File: config.mk
export PLATFORM = sky130hd
export DESIGN_NAME = alu_muldiv_flat
export DESIGN_NICKNAME = d
export VERILOG_FILES = /design/src/rtl/alu_pkg.sv /design/src/rtl/alu_muldiv_if.sv /design/src/rtl/muldiv_seq.sv /design/src/rtl/alu_muldiv.sv /design/src/flat_wrapper.sv
export SDC_FILE = /design/constraint.sdc
export NUM_CORES = 1
export LEC_CHECK = 0
export BUFFER_PORTS_ARGS = -buffer_cell sky130_fd_sc_hd__buf_4
export CAP_MARGIN = 20
export CORE_MARGIN = 1.5
export CORE_UTILIZATION = 23
export DETAILED_ROUTE_END_ITERATION = 6
export PLACE_DENSITY = 0.35
export RECOVER_POWER = 50
export SETUP_SLACK_MARGIN = 0.4
export SYNTH_ARGS = -nofsm -noshare
export SYNTH_HDL_FRONTEND = slang
export SYNTH_HIERARCHICAL = 1
export SYNTH_SLANG_ARGS = --single-unit
File: constraint.sdc
create_clock -name clk -period 17.8 [get_ports clk]
set_clock_uncertainty 0.15 [all_clocks]
set_input_delay 3.56 -clock clk [delete_from_list [all_inputs] [get_ports clk]]
set_output_delay 3.56 -clock clk [all_outputs]
set_load 0.005 [all_outputs]
File: src/rtl/alu_pkg.sv
// Shared funct codes and the multiply/divide sequencer state encoding.
// Used by both the execute-stage ALU and its bench.
package alu_pkg;

  localparam logic [5:0] F_AND   = 6'd36;
  localparam logic [5:0] F_OR    = 6'd37;
  localparam logic [5:0] F_XOR   = 6'd38;
  localparam logic [5:0] F_NOR   = 6'd39;
  localparam logic [5:0] F_ADD   = 6'd32;
  localparam logic [5:0] F_SUB   = 6'd34;
  localparam logic [5:0] F_SLT   = 6'd42;
  localparam logic [5:0] F_SLTU  = 6'd43;
  localparam logic [5:0] F_MFHI  = 6'd16;
  localparam logic [5:0] F_MFLO  = 6'd18;
  localparam logic [5:0] F_MULTU = 6'd25;
  localparam logic [5:0] F_DIVU  = 6'd27;

  typedef enum logic [1:0] {
    IDLE = 2'd0,
    MUL  = 2'd1,
    DIV  = 2'd2
  } state_e;

endpackage

File: src/rtl/alu_muldiv_if.sv
// EX-stage request/result bundle: issue side drives operands under valid/ready,
// the ALU answers with a registered one-cycle result pulse.
interface alu_muldiv_if #(
  parameter int WIDTH = 32
);
  logic             in_valid;
  logic             in_ready;
  logic [5:0]       funct;
  logic [WIDTH-1:0] dataA;
  logic [WIDTH-1:0] dataB;
  logic             out_valid;
  logic [WIDTH-1:0] dataOut;
  logic             zero;
  logic             busy;

  modport master (
    output in_valid, funct, dataA, dataB,
    input  in_ready, out_valid, dataOut, zero, busy
  );

  modport slave (
    input  in_valid, funct, dataA, dataB,
    output in_ready, out_valid, dataOut, zero, busy
  );
endinterface

File: src/rtl/muldiv_seq.sv
// Unsigned shift-add multiply / restoring divide, one bit per cycle, WIDTH cycles
// per op; owns HI/LO. done_o marks the final iteration edge, with res_lo_o the new LO.
module muldiv_seq
  import alu_pkg::*;
#(
  parameter int WIDTH = 32
) (
  input  logic             clk,
  input  logic             reset,
  input  logic             start_i,
  input  logic             op_div_i,
  input  logic [WIDTH-1:0] a_i,
  input  logic [WIDTH-1:0] b_i,
  output state_e           state_o,
  output logic             done_o,
  output logic [WIDTH-1:0] res_lo_o,
  output logic [WIDTH-1:0] hi_o,
  output logic [WIDTH-1:0] lo_o
);
  localparam int CNT_W = $clog2(WIDTH) + 1;

  state_e           state_q;
  logic [CNT_W-1:0] cnt_q;
  logic [WIDTH-1:0] rem_q, quo_q, b_q, hi_q, lo_q;
  logic [WIDTH-1:0] rem_d, quo_d;
  logic [WIDTH:0]   mul_sum, div_shift;
  logic [WIDTH-1:0] div_diff;
  logic             div_ge;

  // rem/quo double as the {upper, lower} halves of the product during MUL.
  always_comb begin
    mul_sum   = {1'b0, rem_q} + (quo_q[0] ? {1'b0, b_q} : '0);
    div_shift = {rem_q, quo_q[WIDTH-1]};
    div_ge    = (div_shift >= {1'b0, b_q});
    div_diff  = div_shift[WIDTH-1:0] - b_q;
    rem_d     = mul_sum[WIDTH:1];
    quo_d     = {mul_sum[0], quo_q[WIDTH-1:1]};
    if (state_q == DIV) begin
      rem_d = div_ge ? div_diff : div_shift[WIDTH-1:0];
      quo_d = {quo_q[WIDTH-2:0], div_ge};
    end
  end

  assign done_o   = (state_q != IDLE) && (cnt_q == CNT_W'(WIDTH - 1));
  assign res_lo_o = quo_d;
  assign state_o  = state_q;
  assign hi_o     = hi_q;
  assign lo_o     = lo_q;

  always_ff @(posedge clk or posedge reset) begin
    if (reset) begin
      state_q <= IDLE;
      cnt_q   <= '0;
      rem_q   <= '0;
      quo_q   <= '0;
      b_q     <= '0;
      hi_q    <= '0;
      lo_q    <= '0;
    end else begin
      case (state_q)
        IDLE: begin
          if (start_i) begin
            state_q <= op_div_i ? DIV : MUL;
            cnt_q   <= '0;
            rem_q   <= '0;
            quo_q   <= a_i;
            b_q     <= b_i;
          end
        end
        default: begin
          rem_q <= rem_d;
          quo_q <= quo_d;
          cnt_q <= cnt_q + 1'b1;
          if (done_o) begin
            state_q <= IDLE;
            hi_q    <= rem_d;
            lo_q    <= quo_d;
          end
        end
      endcase
    end
  end
endmodule

File: src/rtl/alu_muldiv.sv
// Execute-stage ALU: single-cycle ops give a registered result one cycle after accept;
// MULTU/DIVU hold in_ready low for WIDTH cycles and pulse out_valid with LO on completion.
module alu_muldiv
  import alu_pkg::*;
#(
  parameter int WIDTH = 32
) (
  input  logic       clk,
  input  logic       reset,
  alu_muldiv_if.slave bus
);
  state_e           state;
  logic             accept, is_md, done;
  logic [WIDTH-1:0] res_lo, hi, lo, result_d;
  logic             out_valid_q, zero_q;
  logic [WIDTH-1:0] data_out_q;

  assign bus.in_ready  = (state == IDLE);
  assign bus.busy      = (state != IDLE);
  assign bus.out_valid = out_valid_q;
  assign bus.dataOut   = data_out_q;
  assign bus.zero      = zero_q;

  assign is_md  = (bus.funct == F_MULTU) || (bus.funct == F_DIVU);
  assign accept = bus.in_valid && bus.in_ready;

  muldiv_seq #(.WIDTH(WIDTH)) u_seq (
    .clk      (clk),
    .reset    (reset),
    .start_i  (accept && is_md),
    .op_div_i (bus.funct == F_DIVU),
    .a_i      (bus.dataA),
    .b_i      (bus.dataB),
    .state_o  (state),
    .done_o   (done),
    .res_lo_o (res_lo),
    .hi_o     (hi),
    .lo_o     (lo)
  );

  always_comb begin
    result_d = '0;
    case (bus.funct)
      F_AND:  result_d = bus.dataA & bus.dataB;
      F_OR:   result_d = bus.dataA | bus.dataB;
      F_XOR:  result_d = bus.dataA ^ bus.dataB;
      F_NOR:  result_d = ~(bus.dataA | bus.dataB);
      F_ADD:  result_d = bus.dataA + bus.dataB;
      F_SUB:  result_d = bus.dataA - bus.dataB;
      F_SLT:  result_d = {{(WIDTH-1){1'b0}}, ($signed(bus.dataA) < $signed(bus.dataB))};
      F_SLTU: result_d = {{(WIDTH-1){1'b0}}, (bus.dataA < bus.dataB)};
      F_MFHI: result_d = hi;
      F_MFLO: result_d = lo;
      default: result_d = '0;
    endcase
  end

  // done can only fire while in_ready is low, so it never collides with a single-cycle accept.
  always_ff @(posedge clk or posedge reset) begin
    if (reset) begin
      out_valid_q <= 1'b0;
      data_out_q  <= '0;
      zero_q      <= 1'b0;
    end else if (accept && !is_md) begin
      out_valid_q <= 1'b1;
      data_out_q  <= result_d;
      zero_q      <= (result_d == '0);
    end else if (done) begin
      out_valid_q <= 1'b1;
      data_out_q  <= res_lo;
      zero_q      <= (res_lo == '0);
    end else begin
      out_valid_q <= 1'b0;
    end
  end
endmodule

File: src/flat_wrapper.sv
// flat-port wrapper written by rule: the top's interface ports become plain ports
module alu_muldiv_flat import alu_pkg::*;
#(
  parameter int WIDTH = 32
)
  (clk, reset, bus_in_valid, bus_funct, bus_dataA, bus_dataB, bus_in_ready, bus_out_valid, bus_dataOut, bus_zero, bus_busy);
  alu_muldiv_if #(.WIDTH(WIDTH)) bus_i ();
  input  logic clk;
  input  logic reset;
  input wire logic [$bits(bus_i.in_valid)-1:0] bus_in_valid;
  input wire logic [$bits(bus_i.funct)-1:0] bus_funct;
  input wire logic [$bits(bus_i.dataA)-1:0] bus_dataA;
  input wire logic [$bits(bus_i.dataB)-1:0] bus_dataB;
  output wire logic [$bits(bus_i.in_ready)-1:0] bus_in_ready;
  output wire logic [$bits(bus_i.out_valid)-1:0] bus_out_valid;
  output wire logic [$bits(bus_i.dataOut)-1:0] bus_dataOut;
  output wire logic [$bits(bus_i.zero)-1:0] bus_zero;
  output wire logic [$bits(bus_i.busy)-1:0] bus_busy;
  assign bus_i.in_valid = bus_in_valid;
  assign bus_i.funct = bus_funct;
  assign bus_i.dataA = bus_dataA;
  assign bus_i.dataB = bus_dataB;
  assign bus_in_ready = bus_i.in_ready;
  assign bus_out_valid = bus_i.out_valid;
  assign bus_dataOut = bus_i.dataOut;
  assign bus_zero = bus_i.zero;
  assign bus_busy = bus_i.busy;
  alu_muldiv #(.WIDTH(WIDTH)) u_core (.clk(clk), .reset(reset), .bus(bus_i));
endmodule
# == Yosys cells after proc, flatten, opt, wreduce, memory -nomap -nowiden ==
# Index checks and enable logic that the tools add are counted.
# totals
register_bits,202
latchBits,0
ramBits,0
rom_bits,0
input_bits,73
out_inout_bits,36
wordCells,74
n_memories,0
# op_classes
addsub,5
mul,0
div_mod_pow,0
magnitude_cmp,3
eq_ne,15
shifts,0
mux,21
bitwise_logic,5
reduce_logical,15
# ops
cell,count
32-bit two-way mux,10
32-bit case mux with 10 select lines,1
32-bit logical NOT,2
32-bit less-than comparator,2
32-bit subtractor,2
"6-bit equality test, second input constant",8
32-bit by 33-bit adder with 33-bit output,1
33-bit by 32-bit greater-or-equal comparator with 1-bit output,1
32-bit adder,1
32-bit AND,1
32-bit NOT,1
32-bit bitwise OR,1
32-bit XOR,1
"6-bit by 5-bit equality test with 1-bit output, second input constant",5
6-bit two-way mux,2
2-bit two-way mux,4
"6-bit by 1-bit adder with 6-bit output, second input constant",1
2-bit AND reduction,3
2-bit nonzero test,3
1-bit logical AND,4
1-bit two-way mux,4
"2-bit equality test, second input constant",1
2-bit logical NOT,1
"2-bit != test, second input constant",1
other kinds (3),3

# == Longest topological paths before layout ==
# Gate-level depths: netlist (run 1).
# logic_depth
ltp_word,6
depth_mapped,19
depth_no_buf,16

# == Hierarchy ==
# Netlist (run 1), hierarchy kept.
# by_module_without_submodules
module,instances,cells_each,area_per_inst_um2,seq_area_each_um2
muldiv_seq,1,1312,11267.1,4204.0
alu_muldiv,1,1174,8187.9,850.8

# == Worst setup path before layout (run 1) ==
# Ideal clock, no wire load.
# synth_timing
kind,input port to flip-flop
startpoint,input port bus_dataB[3]
endpoint,register u_core.zero_q (netlist: u_core/bus.zero)
setup_ns,0.076
t_arrival_ns,6.188
path_slack_ns,11.385
stages,15
path_buffers,2
path_cell_list,inv_1 -> ha_1 -> buf_2 -> inv_1 -> o311a_1 -> o21a_1 -> and2_1 -> buf_2 -> o311ai_1 -> o211ai_1 -> nor2b_1 -> a311o_1 -> nor4_2 -> nand4_1 -> o21ai_1
# synth_via
elab_chain_len,5
elab_cells_between_ends,11
cone_classes,2 x add/sub; 2 x order compare; 2 x mux; 4 x bitwise; 1 x reduce/logical
# synth_rtl
item,line_no,text
from (decl),flat_wrapper.sv:13,input wire logic [$bits(bus_i.dataB)-1:0] bus_dataB;
"parallel branches: the longest is 2 deep, another holds 32-bit subtractor",--,
32-bit case mux with 10 select lines (*),alu_muldiv.sv:43,case (bus.funct)
32-bit logical NOT (*),alu_muldiv.sv:67,zero_q <= (result_d == '0);
1-bit two-way mux (*),alu_muldiv.sv:64,end else if (accept && !is_md) begin
to (signal assigned),alu_muldiv.sv:67,
to (signal assigned),alu_muldiv.sv:71,zero_q <= (res_lo == '0);
to (decl),alu_muldiv.sv:15,"logic out_valid_q, zero_q;"
# Mark *: on every way between the ends.
# A chain may end at the register's enable or synchronous reset.

==> results of run 1 <==
registers in the layout, summed over array words and instances (netlist names):
register,cells
u_core/u_seq/lo_o,32
u_core/u_seq/state_o,2
u_core/u_seq/rem_q,32
u_core/bus.dataOut,32
u_core/u_seq/b_q,32
u_core/bus.zero,1
u_core/u_seq/quo_q,32
u_core/u_seq/hi_o,32
u_core/u_seq/cnt_q,6
u_core/bus.out_valid,1
routing by layer:
metal | share of wire, % | up-vias | routed length, um
met5 | 0 | - | 0
met4 | 1.5 | 0 | 1320
met3 | 5.2 | 77 | 4570
met2 | 46 | 514 | 39900
met1 | 48 | 9443 | 41900
li1 | - | 9028 | -
logic make-up after synthesis:
family | Yosys count | synth area share [%]
AO/OA/AOI/OAI | 840 | 27.9
XOR/XNOR | 62 | 2.79
adder cells (fa/ha/maj) | 177 | 11.5
buffers and inverters | 343 | 6.93
flip-flops | 202 | 26.0
multiplexers | 122 | 6.51
AND/OR/NAND/NOR | 740 | 18.3
path summary, 6_finish.rpt:
kind / startpoint / end / slack (ns)
min in group asynchronous: reset / u_core/bus.dataOut[25]$_DFFE_PP0P_ / 3.67
setup / recovery: reset / u_core/u_seq/b_q[5]$_DFFE_PP0P_ / 10.18
hold reg to reg: u_core/u_seq/lo_o[0]$_DFFE_PP0P_ / u_core/u_seq/lo_o[0]$_DFFE_PP0P_ / 0.33
max in group clk: bus_funct[5] / u_core/bus.zero$_DFFE_PP0P_ / 10.69
setup reg to reg: u_core/u_seq/rem_q[1]$_DFFE_PP0P_ / u_core/bus.zero$_DFFE_PP0P_ / 11.38
hold / removal: u_core/u_seq/lo_o[0]$_DFFE_PP0P_ / u_core/u_seq/lo_o[0]$_DFFE_PP0P_ / 0.33
Yosys cell counts, types with 10 or more instances:
master | count | area, um^2
buf_1 | 13 | 48.8
xnor2_1 | 44 | 385
nand2b_1 | 21 | 131
clkbuf_1 | 114 | 428
nor4_1 | 22 | 138
dfrtp_1 | 202 | 5050
a221oi_1 | 10 | 87.6
a22oi_1 | 11 | 82.6
o21ai_0 | 210 | 1050
buf_2 | 21 | 105
mux2i_1 | 86 | 861
a211oi_1 | 75 | 563
nand3_1 | 51 | 255
o21a_1 | 19 | 143
nand4_1 | 30 | 188
a21o_1 | 52 | 390
and3_1 | 26 | 163
nand2_1 | 232 | 871
o31ai_1 | 12 | 90.1
a222oi_1 | 16 | 160
a31oi_1 | 36 | 225
o21bai_1 | 16 | 120
o211ai_1 | 24 | 180
ha_1 | 173 | 2160
nor2_1 | 177 | 664
inv_1 | 188 | 706
nor2b_1 | 50 | 313
a21oi_1 | 220 | 1100
and2_1 | 38 | 238
nor3_1 | 46 | 230
o21ai_1 | 14 | 70.1
mux2_2 | 36 | 405
xor2_1 | 18 | 158
area by class of cell:
type                            count  area, um^2
Fill cell                        9126       61300
Multi-Input combinational cell   1941       13100
Sequential cell                   202        5050
Tap cell                         1134        1420
Timing Repair Buffer              140        1030
Clock buffer                       42         875
Inverter                          189         711
Clock inverter                      9         176
critical path: cells and delay by family:
kind | cells | cell delay [ns]
buf+inv | 3 | 4.28
per-stage QoR:
step	setup WS (ns)	hold WS (ns)	util, %	cells
6_report	10.18	0.333	26.7	3657
5_1_grt	9.35	0.357	26.7	3657
4_1_cts	10.77	0.335	26.8	3657
3_5_place_dp	10.17	0.317	25.5	3606
3_3_place_gp	9.98	0.308	25.5	3604
2_1_floorplan	9.54	0.296	-	2486
where the power goes:
group | internal (W) | total, W | switching [W]
Combinational | 0.000796 | 0.00206 | 0.00126
Clock | 0.000409 | 0.000652 | 0.000243
Sequential | 0.000578 | 0.000699 | 0.000121
Total | 0.00178 | 0.00341 | 0.00163
==> impl_metrics.json, run 1 <==
{
  "busiest_layer": "met2",
  "slew_viol_final": 275,
  "use_met3_pct": 2.50,
  "yosysWarnings": 6,
  "cts-root-buf": "clkbuf_16",
  "fp.dieW_um": 294,
  "met1_usage_pct": 28.3,
  "tightestPinTransition_ns": 5.77,
  "hpwl_um": 66400,
  "antenna_cells": 0,
  "yosys.cell_types.count": 89,
  "rsz0062_at_grt": "false",
  "drc": 0,
  "grt_pass1_vias": 18700,
  "min_path_cells": 2,
  "fp.coreArea_um2": 83700,
  "post_cts_buffers": 0,
  "htree_num_levels": 1,
  "vias": 19100,
  "critPathKind": "input pin to asynchronous set/reset pin",
  "total_power_w": 0.00341,
  "fp.dieH_um": 294,
  "synth.avg_cell_area_um2": 7.83,
  "status": "finished, violations left",
  "grt_pass1_wl_um": 129000,
  "violations": "capacitance limit, slew limit",
  "routed_wl_um": 87700,
  "vias_per_cell": 5.21,
  "areaGrowthSynthToFinish_pct": 14.9,
  "clock_latency_ns": 0.59,
  "start_util_pct": 23.2,
  "routedWlPerCell_um": 24.0,
  "cts_resized": 0,
  "min_period_ns": 7.62,
  "clk_path_buf_depth": 3,
  "netlist_area_um2": 19500,
  "cp_max_fo": 107,
  "critPathCaptureType": "asynchronous set/reset pin",
  "p_leak_nw": 9.57,
  "max-slew-margin-rel_pct": -287,
  "track_usage_pct": 19.9,
  "layout_commonest_cell": "nand2_1",
  "start_kind": "input pin",
  "place.gp.congestion": 0.911,
  "ys_seq_area_share_pct": 26.0,
  "cts_buffers": 28,
  "antenna_found_initial": 1,
  "final_cell_mix": "232 x nand2_1, 220 x a21oi_1, 213 x o21ai_0, 202 x dfrtp_1, 186 x inv_1",
  "synth_edf_count": 0,
  "grt_max_degree": 108,
  "grt_use_met2_pct": 32.3,
  "final_hold_viol_count": 0,
  "critPathArrivalTime_ns": 8.06,
  "rows": 106,
  "reg2reg_depth": 17,
  "async_reset_ff_share_pct": 100,
  "slowest_delay_ns": 3.16,
  "postSynthCellCount": 2486,
  "grt.overflow.total": 0,
  "place_area_um2": 21400,
  "cts_tree": "yes",
  "ctsHoldBuffers": 0,
  "dieArea_um2": 86300,
  "cp_slowest_cell": "clkinvlp_2",
  "ir_drop_mv": 0.0798,
  "dominantRegCellSynth": "dfrtp_1",
  "cellPowerDensity_nw_per_um2": 153,
  "fmax_ghz": 0.131,
  "ant_nets": 0,
  "fin_crit_sh_pct": 42.8,
  "ios": 109,
  "drv_cap": 4,
  "cp_cell_sequence": "clkbuf_1 -> clkinvlp_2 -> buf_4",
  "syn_nets": 2736,
  "final_area_um2": 22400,
  "clock-sinks": 202,
  "cp.required_ns": 18.25,
  "clkTransAtPathRegs_ns": 0.07,
  "fin_setup_tns_ns": 0,
  "nets": 2752,
  "setup_violations": 0,
  "ys_seq_elements": 202,
  "layout-drive-gt1-share_pct": 9.71,
  "drtPass1Iterations": 6,
  "drt_first_iter_violations": 1601,
  "hp-class": "flip-flop to flip-flop",
  "place.port_buffers": 108
}
No activity file was read; power rests on OpenSTA's default activity.
==> run 2: changes to the inputs <==
PLACE_DENSITY = 0.36   (was 0.35)
clock period = 6.65 ns   (was 17.8 ns; I/O delays follow)
==> impl_metrics.json, run 2 (synthesized netlist as in run 1, its figures left out) <==
{
  "status": "finished, violations left",
  "violations": "DRC, capacitance limit, slew limit",
  "drtPass1Iterations": 7,
  "total_power_w": 0.00895,
  "fp.dieW_um": 294,
  "layout-drive-gt1-share_pct": 9.98,
  "grt.overflow.total": 0,
  "cp_max_fo": 94,
  "clkTransAtPathRegs_ns": 0.06,
  "reg2reg_depth": 13,
  "grt_max_degree": 95,
  "place.port_buffers": 108,
  "cellPowerDensity_nw_per_um2": 401,
  "critPathArrivalTime_ns": 4.39,
  "cp_top_family": "buffers and inverters",
  "rsz0062_at_grt": "false",
  "clk_path_buf_depth": 3,
  "final_area_um2": 22400,
  "fp.dieH_um": 294,
  "drv_cap": 2,
  "drt_first_iter_violations": 1523,
  "post_cts_buffers": 0,
  "cts_resized": 0,
  "ctsHoldBuffers": 0,
  "fp.coreArea_um2": 83700,
  "antenna_found_initial": 1,
  "vias": 18900,
  "place.gp.congestion": 0.891,
  "min_period_ns": 4.81,
  "htree_num_levels": 1,
  "ios": 109,
  "p_leak_nw": 9.57,
  "track_usage_pct": 20.1,
  "slowest_delay_ns": 2.81,
  "clock-sinks": 202,
  "cp_cell_sequence": "clkbuf_1 -> inv_1",
  "fin_setup_tns_ns": 0,
  "nets": 2755,
  "start_util_pct": 23.2,
  "cts_buffers": 28,
  "clock_latency_ns": 0.60,
  "ir_drop_mv": 0.170,
  "routedWlPerCell_um": 24.1,
  "layout_commonest_cell": "nand2_1",
  "hpwl_um": 67800,
  "drc": 3,
  "min_path_cells": 2,
  "slew_viol_final": 130,
  "grt_pass1_vias": 18900,
  "critPathKind": "input pin to asynchronous set/reset pin",
  "final_hold_viol_count": 0,
  "place_area_um2": 21400,
  "dieArea_um2": 86300,
  "crit_cells": 2,
  "fmax_ghz": 0.208,
  "start_kind": "input pin",
  "path_buf_inv": 2,
  "max-slew-margin-rel_pct": -175,
  "vias_per_cell": 5.17,
  "critPathCaptureType": "asynchronous set/reset pin",
  "routed_wl_um": 88200,
  "grt_pass1_wl_um": 130000,
  "rows": 106,
  "areaGrowthSynthToFinish_pct": 14.9,
  "cts_tree": "yes",
  "cp_slowest_cell": "inv_1",
  "ant_nets": 0,
  "cp.required_ns": 6.23,
  "hp-class": "flip-flop to flip-flop",
  "cts-root-buf": "clkbuf_16",
  "fin_crit_sh_pct": 72.3,
  "tightestPinTransition_ns": 4.12,
  "setup_violations": 0,
  "final_cell_mix": "231 x nand2_1, 220 x a21oi_1, 210 x o21ai_0, 202 x dfrtp_1, 187 x inv_1"
}
-- run 2: power by group --
part           internal (W)  switching (W)  leakage (nW)
clock              0.000968       0.000637         0.476
sequential          0.00155       0.000317          2.38
combinational       0.00212        0.00337          6.71
-- run 2: worst reg2reg max path: stages, from the launching register on --
cell and delay [ns]:
dfrtp_1 0.61, buf_4 0.39, and2_1 0.23, ha_1 0.25, a211oi_1 0.34, o21bai_1 0.22, a211oi_1 0.57, o31a_1 0.31
a31oi_1 0.16, a31oi_1 0.55, o211ai_1 0.24, a31oi_1 0.24, xor2_1 0.25, a211oi_1 0.11
-- run 2: layout make-up --
| class | instances | area, um^2 |
|---|---|---|
| antenna | 1 | 2.50 |
| clock buffer | 42 | 865 |
| clock inverter | 8 | 104 |
| fill | 9104 | 61300 |
| inverter | 189 | 709 |
| multi-input combinational | 1941 | 13100 |
| sequential | 202 | 5050 |
| tap | 1134 | 1420 |
| timing repair buffer | 143 | 1080 |
-- run 2: final timing paths --
path | start | endpoint | slack (ns)
worst min register to register | u_core/u_seq/lo_o[20]$_DFFE_PP0P_ | u_core/u_seq/lo_o[20]$_DFFE_PP0P_ | 0.33
worst max register to register | u_core/u_seq/quo_q[0]$_DFFE_PP0P_ | u_core/u_seq/rem_q[30]$_DFFE_PP0P_ | 1.92
min in group asynchronous | reset | u_core/bus.dataOut[30]$_DFFE_PP0P_ | 1.35
worst max-delay path | reset | u_core/u_seq/b_q[10]$_DFFE_PP0P_ | 1.84
worst min-delay path | u_core/u_seq/lo_o[20]$_DFFE_PP0P_ | u_core/u_seq/lo_o[20]$_DFFE_PP0P_ | 0.33
max in group clk | bus_dataB[5] | u_core/bus.zero$_DFFE_PP0P_ | 1.87
-- run 2: metrics by stage --
stage / setup slack [ns] / instances / hold slack, ns / utilization [%]
6_report: 1.84 / 3660 / 0.330 / 26.7
5_1_grt: 0.971 / 3659 / 0.354 / 26.7
4_1_cts: 1.71 / 3659 / 0.334 / 26.7
3_5_place_dp: 1.06 / 3609 / 0.320 / 25.6
3_3_place_gp: 1.12 / 3609 / 0.314 / 25.6
2_1_floorplan: 0.623 / 2486 / 0.296 / -
-- run 2: per-layer routing --
| layer | up-vias | share of wire [%] | track usage, % |
|---|---|---|---|
| li1 | 9018 | - | - |
| met1 | 9374 | 49 | 28.7 |
| met2 | 462 | 45 | 32.6 |
| met3 | 80 | 4.1 | 1.90 |
| met4 | 0 | 2.0 | 4.21 |
| met5 | - | 0 | 0 |
==> run 3: changes to the inputs <==
PLACE_DENSITY = 0.35   (was 0.36)
clock period = 4.93 ns   (was 6.65 ns; I/O delays follow)
==> impl_metrics.json, run 3 (synthesized netlist as in run 1, its figures left out) <==
{
  "status": "finished, violations left",
  "violations": "capacitance limit, slew limit",
  "place.gp.congestion": 0.934,
  "hpwl_um": 68900,
  "vias_per_cell": 5.18,
  "grt.overflow.total": 0,
  "drc": 0,
  "cellPowerDensity_nw_per_um2": 536,
  "routed_wl_um": 89000,
  "fin_util_pct": 27.3,
  "rows": 106,
  "place.port_buffers": 108,
  "drt_first_iter_violations": 1543,
  "path_buf_inv": 3,
  "htree_num_levels": 1,
  "grt_pass1_wl_um": 131000,
  "cpMostUsedCell": "inv_1",
  "cts_tree": "yes",
  "cts-root-buf": "clkbuf_16",
  "fin_ws_ns": 0.608,
  "ctsHoldBuffers": 0,
  "vias": 19300,
  "layout-drive-gt1-share_pct": 12.2,
  "ant_nets": 0,
  "critPathKind": "input pin to flip-flop",
  "post_cts_buffers": 0,
  "cp_slowest_cell": "o311ai_1",
  "final_cells": 3724,
  "min_path_cells": 2,
  "track_usage_pct": 20.1,
  "cts_buffers": 29,
  "fin_setup_tns_ns": 0,
  "start_util_pct": 23.2,
  "cp.required_ns": 5.30,
  "grt_max_degree": 127,
  "areaGrowthSynthToFinish_pct": 17.5,
  "fmax_ghz": 0.231,
  "tightestPinTransition_ns": 2.67,
  "crit_cells": 14,
  "slew_viol_final": 145,
  "clock-sinks": 202,
  "dp_slack_ns": 0.0331,
  "drtPass1Iterations": 7,
  "ios": 109,
  "placed_cells": 3670,
  "critPathArrivalTime_ns": 4.69,
  "clock_latency_ns": 0.59,
  "ir_drop_mv": 0.236,
  "cp_cell_sequence": "buf_4 -> inv_1 -> ha_1 -> inv_1 -> o311a_1 -> o21a_1 -> and2_1 -> o311ai_1 -> o211ai_1 -> nor2b_1 -> a311o_1 -> nor4_2 -> nand4_1 -> o21ai_1",
  "routedWlPerCell_um": 23.9,
  "place_area_um2": 21900,
  "final_cell_mix": "231 x nand2_1, 219 x a21oi_1, 210 x o21ai_0, 202 x dfrtp_1, 186 x inv_1",
  "critPathCaptureType": "flip-flop",
  "rrSetupSlack_ns": 0.65,
  "cp_max_fo": 9,
  "reg2reg_depth": 16,
  "drv_cap": 3,
  "max-slew-margin-rel_pct": -78.0,
  "clkTransAtPathRegs_ns": 0.06,
  "start_kind": "input pin",
  "grt_pass1_vias": 19000,
  "nets": 2817,
  "rsz0062_at_grt": "false",
  "min_period_ns": 4.32,
  "slowest_delay_ns": 0.83,
  "final_area_um2": 22900,
  "antenna_found_initial": 0,
  "final_hold_viol_count": 0,
  "fp.dieH_um": 294,
  "cts_resized": 0,
  "hp-class": "flip-flop to flip-flop",
  "dieArea_um2": 86300,
  "cp_top_family": "compound AO/OA/AOI/OAI gates",
  "p_leak_nw": 9.89,
  "fp.dieW_um": 294,
  "clk_path_buf_depth": 3,
  "fin_crit_sh_pct": 87.7,
  "fp.coreArea_um2": 83700,
  "layout_commonest_cell": "nand2_1",
  "setup_violations": 0
}
==> run 3: cell count changes in the layout (fill, tap and decap cells not counted), moves of 2 or more <==
cell	change
clkinv_4	-2
buf_12	+2
clkinv_2	+4
clkbuf_1	+2
bufinv_16	+2
clkbuf_8	-4
buf_4	+58
==> run 3: worst register-to-register path, stage by stage, from the launching register on <==
cell      delay (ns)
dfrtp_1         0.44
inv_1           0.24
ha_1            0.23
nand2b_1        0.13
a21oi_1         0.09
o311a_1         0.33
o31a_1          0.32
o211ai_2        0.28
a211oi_1        0.18
o32ai_4         0.28
o21ai_1         0.28
nor4_1          0.41
nand4_1         0.31
nor2_1          0.19
mux2_2          0.17
nand2_1         0.05
o21ai_1         0.11
==> run 3: final timing paths <==
| path | startpoint | endpoint |
|---|---|---|
| worst min-delay path | u_core/u_seq/lo_o[0]$_DFFE_PP0P_ | u_core/u_seq/lo_o[0]$_DFFE_PP0P_ |
| max in group asynchronous | reset | u_core/u_seq/lo_o[3]$_DFFE_PP0P_ |
| worst min register to register | u_core/u_seq/lo_o[0]$_DFFE_PP0P_ | u_core/u_seq/lo_o[0]$_DFFE_PP0P_ |
| worst max-delay path | bus_dataB[3] | u_core/bus.zero$_DFFE_PP0P_ |
| min in group asynchronous | reset | u_core/u_seq/lo_o[26]$_DFFE_PP0P_ |
| worst max register to register | u_core/u_seq/quo_q[31]$_DFFE_PP0P_ | u_core/bus.zero$_DFFE_PP0P_ |
==> run 3: area by class of cell <==
class / count / area [um^2]
Inverter: 189 / 711
Clock buffer: 41 / 821
Multi-Input combinational cell: 1941 / 13100
Clock inverter: 11 / 159
Antenna cell: 2 / 5.00
Fill cell: 9087 / 60800
Sequential cell: 202 / 5050
Timing Repair Buffer: 204 / 1560
Tap cell: 1134 / 1420
==> run 3: through the flow <==
stage / total power [W] / hold slack, ns
global route: 0.0132 / 0.369
global placement: 0.0100 / 0.308
CTS: 0.0123 / 0.327
finish: 0.0122 / 0.325
floorplan: 0.00757 / 0.296
detailed placement: 0.0100 / 0.314
==> run 3: where the power goes <==
part	switching, W	leakage, nW	total [W]	internal [W]
logic	0.00454	7.02	0.00751	0.00297
registers	0.000425	2.38	0.00251	0.00209
clock network	0.000872	0.486	0.00223	0.00136
total	0.00583	9.89	0.0122	0.00641
==> run 3: per-layer routing <==
metal | vias to the layer above | track usage [%] | share of wire [%]
met3 | 64 | 1.87 | 4.5
met1 | 9578 | 28.9 | 49
met4 | 0 | 3.32 | 1.4
met5 | - | 0 | 0
li1 | 9152 | - | -
met2 | 503 | 32.9 | 46
